[src/rtl/conv2d_weight_sequencer_pkg.sv]
`default_nettype none
// ============================================================================
// Module      : conv2d_params (package)
// Description : Shared constants, beat record and sequencer state encoding
//               for the conv2d weight/bias sequencer.
// Revision    : 1.0 - initial release
// ============================================================================
package conv2d_params;

    localparam int NUM_OUT_CHANNELS = 16;
    localparam int WEIGHTS_PER_CH_W = 216;
    localparam int BIAS_WIDTH       = 16;
    localparam int ADDR_W           = 8;
    localparam int PASS_W           = 16;

    // Channel index of the final channel in a sweep
    localparam logic [ADDR_W-1:0] C_LAST_CH = ADDR_W'(NUM_OUT_CHANNELS - 1);

    // One streamed beat: a channel's weights and bias plus position tags
    typedef struct packed {
        logic [WEIGHTS_PER_CH_W-1:0] weights;
        logic [BIAS_WIDTH-1:0]       bias;
        logic [ADDR_W-1:0]           ch;
        logic                        last_ch;
        logic                        last;
    } wt_beat_t;

    typedef enum logic [1:0] {
        S_IDLE  = 2'd0,
        S_RUN   = 2'd1,
        S_DRAIN = 2'd2,
        S_DONE  = 2'd3
    } seq_state_t;

endpackage
`default_nettype wire

[src/rtl/conv2d_weight_sequencer_fifo.sv]
`default_nettype none
// ============================================================================
// Module      : conv2d_wt_skid_fifo
// Description : 2-entry FIFO of weight beats. Absorbs the ROM read latency
//               so the stream keeps 1 beat/cycle under backpressure. Push and
//               pop may coincide at any fill level.
// Revision    : 1.0 - initial release
// ============================================================================
module conv2d_wt_skid_fifo
    import conv2d_params::*;
(
    input  logic       clk,
    input  logic       rst,
    input  logic       i_flush,
    input  logic       i_push,
    input  wt_beat_t   i_push_data,
    input  logic       i_pop,
    output wt_beat_t   o_head,
    output logic       o_valid,
    output logic [1:0] o_count
);

    wt_beat_t   mem_q [2];
    wt_beat_t   mem_d [2];
    logic       wr_ptr_q, wr_ptr_d;
    logic       rd_ptr_q, rd_ptr_d;
    logic [1:0] count_q, count_d;
    logic       w_pop_ok;

    assign w_pop_ok = i_pop && (count_q != 2'd0);
    assign o_valid  = (count_q != 2'd0);
    assign o_head   = mem_q[rd_ptr_q];
    assign o_count  = count_q;

    // Next-state for storage, pointers and fill level; flush wins over push
    always_comb begin
        mem_d    = mem_q;
        wr_ptr_d = wr_ptr_q;
        rd_ptr_d = rd_ptr_q;
        count_d  = count_q;
        if (i_flush) begin
            wr_ptr_d = 1'b0;
            rd_ptr_d = 1'b0;
            count_d  = 2'd0;
        end else begin
            if (i_push) begin
                mem_d[wr_ptr_q] = i_push_data;
                wr_ptr_d        = ~wr_ptr_q;
            end
            if (w_pop_ok) begin
                rd_ptr_d = ~rd_ptr_q;
            end
            count_d = count_q + {1'b0, i_push} - {1'b0, w_pop_ok};
        end
    end

    // FIFO state registers
    always_ff @(posedge clk) begin
        if (rst) begin
            mem_q[0] <= '0;
            mem_q[1] <= '0;
            wr_ptr_q <= 1'b0;
            rd_ptr_q <= 1'b0;
            count_q  <= 2'd0;
        end else begin
            mem_q[0] <= mem_d[0];
            mem_q[1] <= mem_d[1];
            wr_ptr_q <= wr_ptr_d;
            rd_ptr_q <= rd_ptr_d;
            count_q  <= count_d;
        end
    end

    // A push into a full FIFO without a matching pop would clobber the head
    a_no_overflow: assert property (@(posedge clk) disable iff (rst)
        !(i_push && !i_flush && !w_pop_ok && (count_q == 2'd2)));

endmodule
`default_nettype wire

[src/rtl/conv2d_weight_sequencer.sv]
`default_nettype none
// ============================================================================
// Module      : conv2d_weight_sequencer
// Description : Reads per-channel weights/bias from a 1-cycle ROM and streams
//               them over valid/ready, cfg_passes sweeps of all channels per
//               start. Reads are issued only when the 2-entry buffer plus the
//               in-flight read leave room, so the buffer can never overflow.
// Revision    : 1.0 - initial release
// ============================================================================
module conv2d_weight_sequencer
    import conv2d_params::*;
(
    input  logic                        clk,
    input  logic                        rst,
    input  logic                        start,
    input  logic                        abort,
    input  logic [PASS_W-1:0]           cfg_passes,
    output logic                        busy,
    output logic                        done,
    output logic                        rom_en,
    output logic [ADDR_W-1:0]           rom_addr,
    input  logic [WEIGHTS_PER_CH_W-1:0] rom_weights,
    input  logic [BIAS_WIDTH-1:0]       rom_bias,
    output logic                        out_valid,
    input  logic                        out_ready,
    output logic [WEIGHTS_PER_CH_W-1:0] out_weights,
    output logic [BIAS_WIDTH-1:0]       out_bias,
    output logic [ADDR_W-1:0]           out_ch,
    output logic                        out_last_ch,
    output logic                        out_last
);

    seq_state_t        state_q, state_d;
    logic [ADDR_W-1:0] ch_q, ch_d;
    logic [PASS_W-1:0] pass_q, pass_d;
    logic [PASS_W-1:0] passes_q, passes_d;
    logic              inflight_q, inflight_d;
    logic [ADDR_W-1:0] tag_ch_q, tag_ch_d;
    logic              tag_last_ch_q, tag_last_ch_d;
    logic              tag_last_q, tag_last_d;

    logic              w_pop;
    logic              w_room;
    logic              w_last_ch;
    logic              w_last_pass;
    logic              w_fifo_valid;
    logic [1:0]        w_fifo_count;
    logic [2:0]        w_occupancy;
    wt_beat_t          w_push_beat;
    wt_beat_t          w_head;

    // Room exists when occupancy after this cycle's pop is below two
    assign w_pop       = w_fifo_valid && out_ready;
    assign w_occupancy = {1'b0, w_fifo_count} + {2'b00, inflight_q};
    assign w_room      = w_occupancy < (3'd2 + {2'b00, w_pop});
    assign w_last_ch   = (ch_q == C_LAST_CH);
    assign w_last_pass = (pass_q == (passes_q - PASS_W'(1)));
    assign rom_addr    = ch_q;

    // State register
    always_ff @(posedge clk) begin
        if (rst) begin
            state_q <= S_IDLE;
        end else begin
            state_q <= state_d;
        end
    end

    // Next-state logic; abort overrides everything including start
    always_comb begin
        state_d = state_q;
        case (state_q)
            S_IDLE: begin
                if (start) begin
                    // A zero-pass start walks through an empty DRAIN so its
                    // done pulse lands two cycles after start
                    state_d = (cfg_passes != '0) ? S_RUN : S_DRAIN;
                end
            end
            S_RUN: begin
                if (rom_en && w_last_ch && w_last_pass) begin
                    state_d = S_DRAIN;
                end
            end
            S_DRAIN: begin
                if (!inflight_q && (w_fifo_count == 2'd0)) begin
                    state_d = S_DONE;
                end
            end
            S_DONE:  state_d = S_IDLE;
            default: state_d = S_IDLE;
        endcase
        if (abort) begin
            state_d = S_IDLE;
        end
    end

    // State-decoded outputs; reads are issued only while running with room
    always_comb begin
        busy   = 1'b0;
        done   = 1'b0;
        rom_en = 1'b0;
        case (state_q)
            S_RUN: begin
                busy   = 1'b1;
                rom_en = w_room;
            end
            S_DRAIN: busy = 1'b1;
            S_DONE:  done = 1'b1;
            default: ;
        endcase
    end

    // Channel/pass counters and tags travelling with each ROM read
    always_comb begin
        ch_d          = ch_q;
        pass_d        = pass_q;
        passes_d      = passes_q;
        tag_ch_d      = tag_ch_q;
        tag_last_ch_d = tag_last_ch_q;
        tag_last_d    = tag_last_q;
        inflight_d    = rom_en;
        if ((state_q == S_IDLE) && start) begin
            passes_d = cfg_passes;
            ch_d     = '0;
            pass_d   = '0;
        end
        if (rom_en) begin
            tag_ch_d      = ch_q;
            tag_last_ch_d = w_last_ch;
            tag_last_d    = w_last_ch && w_last_pass;
            if (w_last_ch) begin
                ch_d   = '0;
                pass_d = pass_q + PASS_W'(1);
            end else begin
                ch_d   = ch_q + ADDR_W'(1);
            end
        end
        if (abort) begin
            ch_d       = '0;
            pass_d     = '0;
            inflight_d = 1'b0;
        end
    end

    // Counter and read-pipeline registers
    always_ff @(posedge clk) begin
        if (rst) begin
            ch_q          <= '0;
            pass_q        <= '0;
            passes_q      <= '0;
            inflight_q    <= 1'b0;
            tag_ch_q      <= '0;
            tag_last_ch_q <= 1'b0;
            tag_last_q    <= 1'b0;
        end else begin
            ch_q          <= ch_d;
            pass_q        <= pass_d;
            passes_q      <= passes_d;
            inflight_q    <= inflight_d;
            tag_ch_q      <= tag_ch_d;
            tag_last_ch_q <= tag_last_ch_d;
            tag_last_q    <= tag_last_d;
        end
    end

    // ROM data arrives the cycle after rom_en and joins its registered tags
    always_comb begin
        w_push_beat.weights = rom_weights;
        w_push_beat.bias    = rom_bias;
        w_push_beat.ch      = tag_ch_q;
        w_push_beat.last_ch = tag_last_ch_q;
        w_push_beat.last    = tag_last_q;
    end

    conv2d_wt_skid_fifo u_fifo (
        .clk         (clk),
        .rst         (rst),
        .i_flush     (abort),
        .i_push      (inflight_q),
        .i_push_data (w_push_beat),
        .i_pop       (w_pop),
        .o_head      (w_head),
        .o_valid     (w_fifo_valid),
        .o_count     (w_fifo_count)
    );

    assign out_valid   = w_fifo_valid;
    assign out_weights = w_head.weights;
    assign out_bias    = w_head.bias;
    assign out_ch      = w_head.ch;
    assign out_last_ch = w_head.last_ch;
    assign out_last    = w_head.last;

endmodule
`default_nettype wire

[config.mk]
export PLATFORM = sky130hd
export DESIGN_NAME = conv2d_weight_sequencer
export DESIGN_NICKNAME = d
export VERILOG_FILES = /design/src/rtl/conv2d_weight_sequencer_pkg.sv /design/src/rtl/conv2d_weight_sequencer_fifo.sv /design/src/rtl/conv2d_weight_sequencer.sv
export SDC_FILE = /design/constraint.sdc
export NUM_CORES = 1
export LEC_CHECK = 0
export BUFFER_PORTS_ARGS = -buffer_cell sky130_fd_sc_hd__buf_2
export CORE_UTILIZATION = 54
export DETAILED_ROUTE_END_ITERATION = 12
export HOLD_SLACK_MARGIN = 0.06
export PLACE_DENSITY = 0.87
export SLEW_MARGIN = 10
export SYNTH_ARGS = -nofsm -noshare
export SYNTH_HDL_FRONTEND = slang
export SYNTH_SLANG_ARGS = --single-unit
[constraint.sdc]
create_clock -name clk -period 2.9 [get_ports clk]
set_input_delay 0.58 -clock clk [delete_from_list [all_inputs] [get_ports clk]]
set_output_delay 0.58 -clock clk [all_outputs]
set_load 0.02 [all_outputs]
Yosys cells after proc, flatten, opt, wreduce, memory -nomap -nowiden
Index checks and enable logic that the tools add are counted.
{"block": "totals", "reg_bits": 541, "input_bits": 253, "wordCells": 83}
{"block": "classes", "addsub": 7, "n_lt_le_gt_ge": 4, "n_eq_ne": 8, "n_mux": 20, "n_bitwise": 5, "reduce_logical": 18}
{"cell": "$mux W242", "count": 4}
{"cell": "$bwmux W484", "count": 1}
{"cell": "$demux W242 S1", "count": 1}
{"cell": "$mux W16", "count": 3}
{"cell": "$mux W8", "count": 3}
{"cell": "$add A16 B1 Y16 const B", "count": 1}
{"cell": "$eq A16 B16 Y1", "count": 1}
{"cell": "$reduce_bool A16 Y1", "count": 1}
{"cell": "$sub A16 B1 Y16 const B", "count": 1}
{"cell": "$add A8 B1 Y8 const B", "count": 1}
{"cell": "$eq A8 B4 Y1 const B", "count": 1}
{"cell": "$logic_and A1 B1 Y1", "count": 8}
{"cell": "$mux W2", "count": 4}
{"cell": "$pmux W2 S4", "count": 1}
{"cell": "$ne A2 B2 Y1 const B", "count": 3}
{"cell": "$eq A2 B2 Y1 const B", "count": 2}
{"cell": "$ge A2 B2 Y1 const B", "count": 2}
{"cell": "$logic_not A2 Y1", "count": 2}
{"cell": "$not A1 Y2", "count": 2}
{"cell": "$reduce_bool A2 Y1", "count": 2}
{"cell": "$reduce_or A2 Y1", "count": 2}
{"cell": "$add A2 B1 Y3", "count": 1}
{"cell": "$add A2 B1 Y3 const A", "count": 1}
{"cell": "$lt A3 B3 Y1", "count": 1}
{"cell": "other kinds (9)", "count": 13}

Logic depth before layout (Yosys ltp)
{"block": "logic_depth", "depth_word": 9, "mapped_depth": 12, "ltp_nobuf": 10}

Hierarchy
A second synthesis with hierarchy kept.
{"block": "hier_totals", "cells_unflattened": 2484, "area_unflattened_um2": 25944.9}
{"module": "conv2d_wt_skid_fifo", "instances": 1, "cells_per_inst": 2123, "area_per_inst_um2": 23107.2, "seq_area_each_um2": 9769.4}
{"module": "conv2d_weight_sequencer", "instances": 1, "cells_per_inst": 361, "area_per_inst_um2": 2837.7, "seq_area_each_um2": 1061.0}

Worst setup path before layout
No wires, ideal clock.
{"block": "synth_timing", "path_kind": "reg-to-output", "startpoint": "register inflight_q", "endpoint": "output port rom_en", "arrival_time_ns": 1.864, "t_required_ns": 2.320, "setup_slack_ns": 0.456, "path_stages_with_launch": 8, "cell_sequence": "dfxtp_1 -> ha_1 -> ha_1 -> or3b_1 -> o21a_1 -> buf_6 -> inv_4 -> clkbuf_1"}
{"block": "synth_via", "elab_chain_len": 3}
{"item": "from (decl)", "line_no": "conv2d_weight_sequencer.sv:37", "rtl": "logic inflight_q, inflight_d;"}
{"item": "from (signal assigned)", "line_no": "conv2d_weight_sequencer.sv:160", "rtl": "inflight_q <= inflight_d;"}
{"item": "$add A2 B1 Y3", "line_no": "conv2d_weight_sequencer.sv:54", "rtl": "assign w_occupancy = {1'b0, w_fifo_count} + {2'b00, inflight_q};"}
{"item": "$lt A3 B3 Y1", "line_no": "conv2d_weight_sequencer.sv:55", "rtl": "assign w_room = w_occupancy < (3'd2 + {2'b00, w_pop});"}
{"item": "$mux W1", "line_no": "conv2d_weight_sequencer.sv:103", "rtl": "case (state_q)"}
{"item": "to (decl)", "line_no": "conv2d_weight_sequencer.sv:20", "rtl": "output logic rom_en,"}
No other way between the ends.

Worst setup path after layout
Ends and elaborated chain as after synthesis.

==> summary.txt <==
Clocking
  • CTS tree: done
  • Worst-path clk slew: 0.06 ns
  • Root buffer cell: clkbuf_16
  • CTS buffer count: 54
  • # H-tree levels: 2
  • Clock Sinks: 541
  • Longest Clk Path Bufs: 3
  • Skew-Pair Late Insertion Delay: 0.59 ns

Final layout
  • Layout Nets: 3,448
  • Area of the multi-input gates: 10,700 sq um
  • Area occupied by registers: 10,800 sq um
  • Area Overhead vs Synth: 21.6%
  • Post-Route Utilization: 66.6%
  • Fillers: 3,170
  • Share of cells above drive strength 1: 27.8%
  • Fin cells: 3,764

Setup path
  • Crit Reg-Reg Startpoint: inflight_q$_SDFF_PP0_
  • WP data arrival: 2.18 ns
  • Crit path kind: flop to output pin
  • Crit path launch type: flop
  • Worst path top cell family by delay: adder cells
  • CP dominant cell by count: ha_1
  • Critical path cell sequence: ha_1 -> ha_1 -> or3b_1 -> o21a_1 -> inv_4 -> buf_4
  • Worst reg2reg path depth: 11
  • RR Endpoint: state_q[0]$_SDFFE_PP0P_
  • CP max stage delay: 0.39 ns
  • Crit end category: output pin
  • CP Max Fanout: 8
  • WP buf/inv: 2
  • Flop2flop setup slack: 0.18 ns
  • Critical path data required time: 2.32 ns
  • Slowest library cell on the worst path: or3b_1

Timing
  • F_max: 363 MHz
  • Slew @ Worst Pin: 0.724 ns
  • Setup TNS: 0 ns
  • RSZ-0062 raised after global routing: no
  • Setup-failing EPs final: 0
  • Max-slew violations: 0
  • Tmin final: 2.76 ns
  • Final hold viol count: 0
  • Fin crit share: 95.1%
  • Hold WS: 0.236 ns
  • Layout Skew: 0.0175 ns
  • Max-slew headroom: 51.7%
  • PnR worst setup slack: 0.143 ns

Floorplan
  • Die H: 206 microns
  • Chip width: 206 microns
  • Die Footprint: 42,300 sq um
  • Initial cell density of the core: 54.8%
  • I/O pin total: 507
  • Row count: 74
  • Core area: 40,900 sq um

Power and ir drop
  • Leak: 10.9 nW
  • Pwr per Cell Area: 561 nW/um^2
  • Peak supply drop: 0.500 mV

Global route
  • Largest net degree at the start of global routing: 135
  • Grt total ovfl: 0
  • Total track usage: 28.2%
  • Antenna violations before repair: 11
  • Vias in the first global route: 19.9k
  • Global-route wire length before repair: 97,700 microns

Routing
  • DR WL/cell: 16.8 microns
  • Via count: 20.9k
  • DRC violations left: 0
  • Initial DRT Pass Iterations: 5
  • 1st-iter DRT viols: 1,678
  • Routed WL: 63,100 microns
  • Routed Antenna Nets: 0
  • Vias per cell: 5.55

Yosys
  • Sequential area share after synthesis: 48.3%
  • Post-Syn Area: 22,400 sq um
  • Mux share of post-synthesis cell area: 12.2%
  • Post-Syn Nets: 3,049
  • Synth area leader: dfxtp_1
  • Cells after Synth: 2,784
  • Yosys cell types: 62
  • Compound-Gate Fraction of Synth Area: 13.7%
  • Top-count cell post-synth: nand2_1
  • Top-area cell type share of the netlist area: 48.3%
  • Synth Area in Simple Gates: 20.4%
  • Post-synthesis adder-cell area fraction: 0.670%
  • Yosys reg bits: 541
  • Post-synth EDFFs: 0
  • Xor and xnor fraction of the mapped netlist area: 0.960%
  • Avg Inst Size Synth: 8.05 sq um
  • Main combinational cell family by area after synthesis: simple AND/OR/NAND/NOR gates
  • Top_reg_cell synth: dfxtp_1
  • Synth Warn #: 0
  • Top cells by area, synth: dfxtp_1 48%, nand2_1 17%, mux2_2 12%
  • FFs w/ async S/R, synth: 0%
  • Post-synth top cells: 1,043 x nand2_1, 541 x dfxtp_1, 529 x a21oi_1, 242 x mux2_2, 200 x clkbuf_1

Worst hold path
  • Hold Path Stages: 3
  • Hold path start: rom_weights[34]
  • Hold path endpoint: u_fifo.mem_q[302]$_SDFFE_PP0P_
  • Hold Path Class: input pin to flop

Run status
  • Status: finished, final reports clean

Placed design
  • Final HPWL DP: 40,200 microns
  • DP Cell Count: 3,659
  • Placement Setup Slack: 0.443 ns
  • GPL Wtd Cong: 0.885
  • I/O Buffers: 506

Run
  • Max cap viols: 0
cells in the final DEF, fill, tap and decap left out, types with 14 or more instances in the layout:
cell       count
o21ai_0       14
buf_12        22
buf_4         25
buf_2        504
diode_2       14
clkbuf_16     55
nand2_1     1043
mux2_2       242
a21oi_1      529
dfxtp_1      539
nor2_1        46
report_power, final:
group / internal (mW) / leakage [nW] / switching [mW]
Sequential: 7.48 / 4.36 / 0.0410
Clock: 4.10 / 0.867 / 2.88
Combinational: 0.309 / 5.68 / 0.486
through the flow:
step / cell area [sq um] / power [mW]
floorplan: 22400 / 8.09
global placement: 25500 / 8.45
detailed placement: 25500 / 8.46
CTS: 27200 / 15.4
global route: 27200 / 15.7
finish: 27300 / 15.3
cell families after synthesis:
family / count (synthesis)
adders and majority gates: 12
AOI/OAI and AO/OA: 586
buffers and inverters: 222
xor gates and xnor gates: 23
muxes: 243
DFF: 541
and+or+nand+nor: 1157
metal layers:
layer / share of wire [%] / vias up / wire [microns] / track usage, %
li1: - / 10000 / - / -
met1: 38 / 9843 / 24200 / 32.1
met2: 48 / 822 / 30200 / 47.9
met3: 9.5 / 185 / 6000 / 8.52
met4: 4.1 / 4 / 2620 / 13.8
met5: 0.040 / - / 25 / 0
worst register-to-register path: stages, from the launching register on:
cell and delay, ns:
dfxtp_2 0.36, ha_1 0.21, ha_1 0.28, or3b_1 0.39, o21a_1 0.15, inv_4 0.08
buf_4 0.22, nand4b_1 0.14, a2111oi_2 0.35, nand4_2 0.20, mux2i_1 0.18, nand2_1 0.06
worst max-delay path by stage:
stage / cells past startpoint / startpoint / to / slack [ns]
after floorplan: 7 / inflight_q$_SDFF_PP0_ / rom_en / 0.46
after global placement: 10 / inflight_q$_SDFF_PP0_ / state_q[0]$_SDFFE_PP0P_ / 0.48
after detailed placement: 10 / inflight_q$_SDFF_PP0_ / state_q[0]$_SDFFE_PP0P_ / 0.44
after CTS: 6 / inflight_q$_SDFF_PP0_ / rom_en / 0.05
after global routing: 11 / inflight_q$_SDFF_PP0_ / state_q[0]$_SDFFE_PP0P_ / 0.03
final: 6 / inflight_q$_SDFF_PP0_ / rom_en / 0.14
registers in the layout, indices dropped and copies added, names as in the netlist:
name,count
u_fifo.mem_q,484
pass_q,16
passes_q,16
rom_addr,8
tag_ch_q,8
state_q,2
u_fifo.o_count,2
inflight_q,1
tag_last_ch_q,1
tag_last_q,1
u_fifo.rd_ptr_q,1
u_fifo.wr_ptr_q,1
cell type report:
cell class / instances / share of cell area [%]
antenna: 14 / 0.129
clock buffer: 76 / 5.78
clock inverter: 15 / 0.675
inverter: 13 / 0.188
multi-input combinational: 2021 / 39.4
sequential: 541 / 39.8
tap: 532 / 2.44
timing repair buffer: 552 / 11.6
what timing repair did:
action / 4_1_cts / 5_1_grt
resized for setup: 1 / 1
buffers inserted: 1 / 0
endpoints found under the setup margin: 1 / 4
hold buffers: 0 / 0
pin swaps: 0 / 0
No activity file was read; power rests on OpenSTA's default activity.
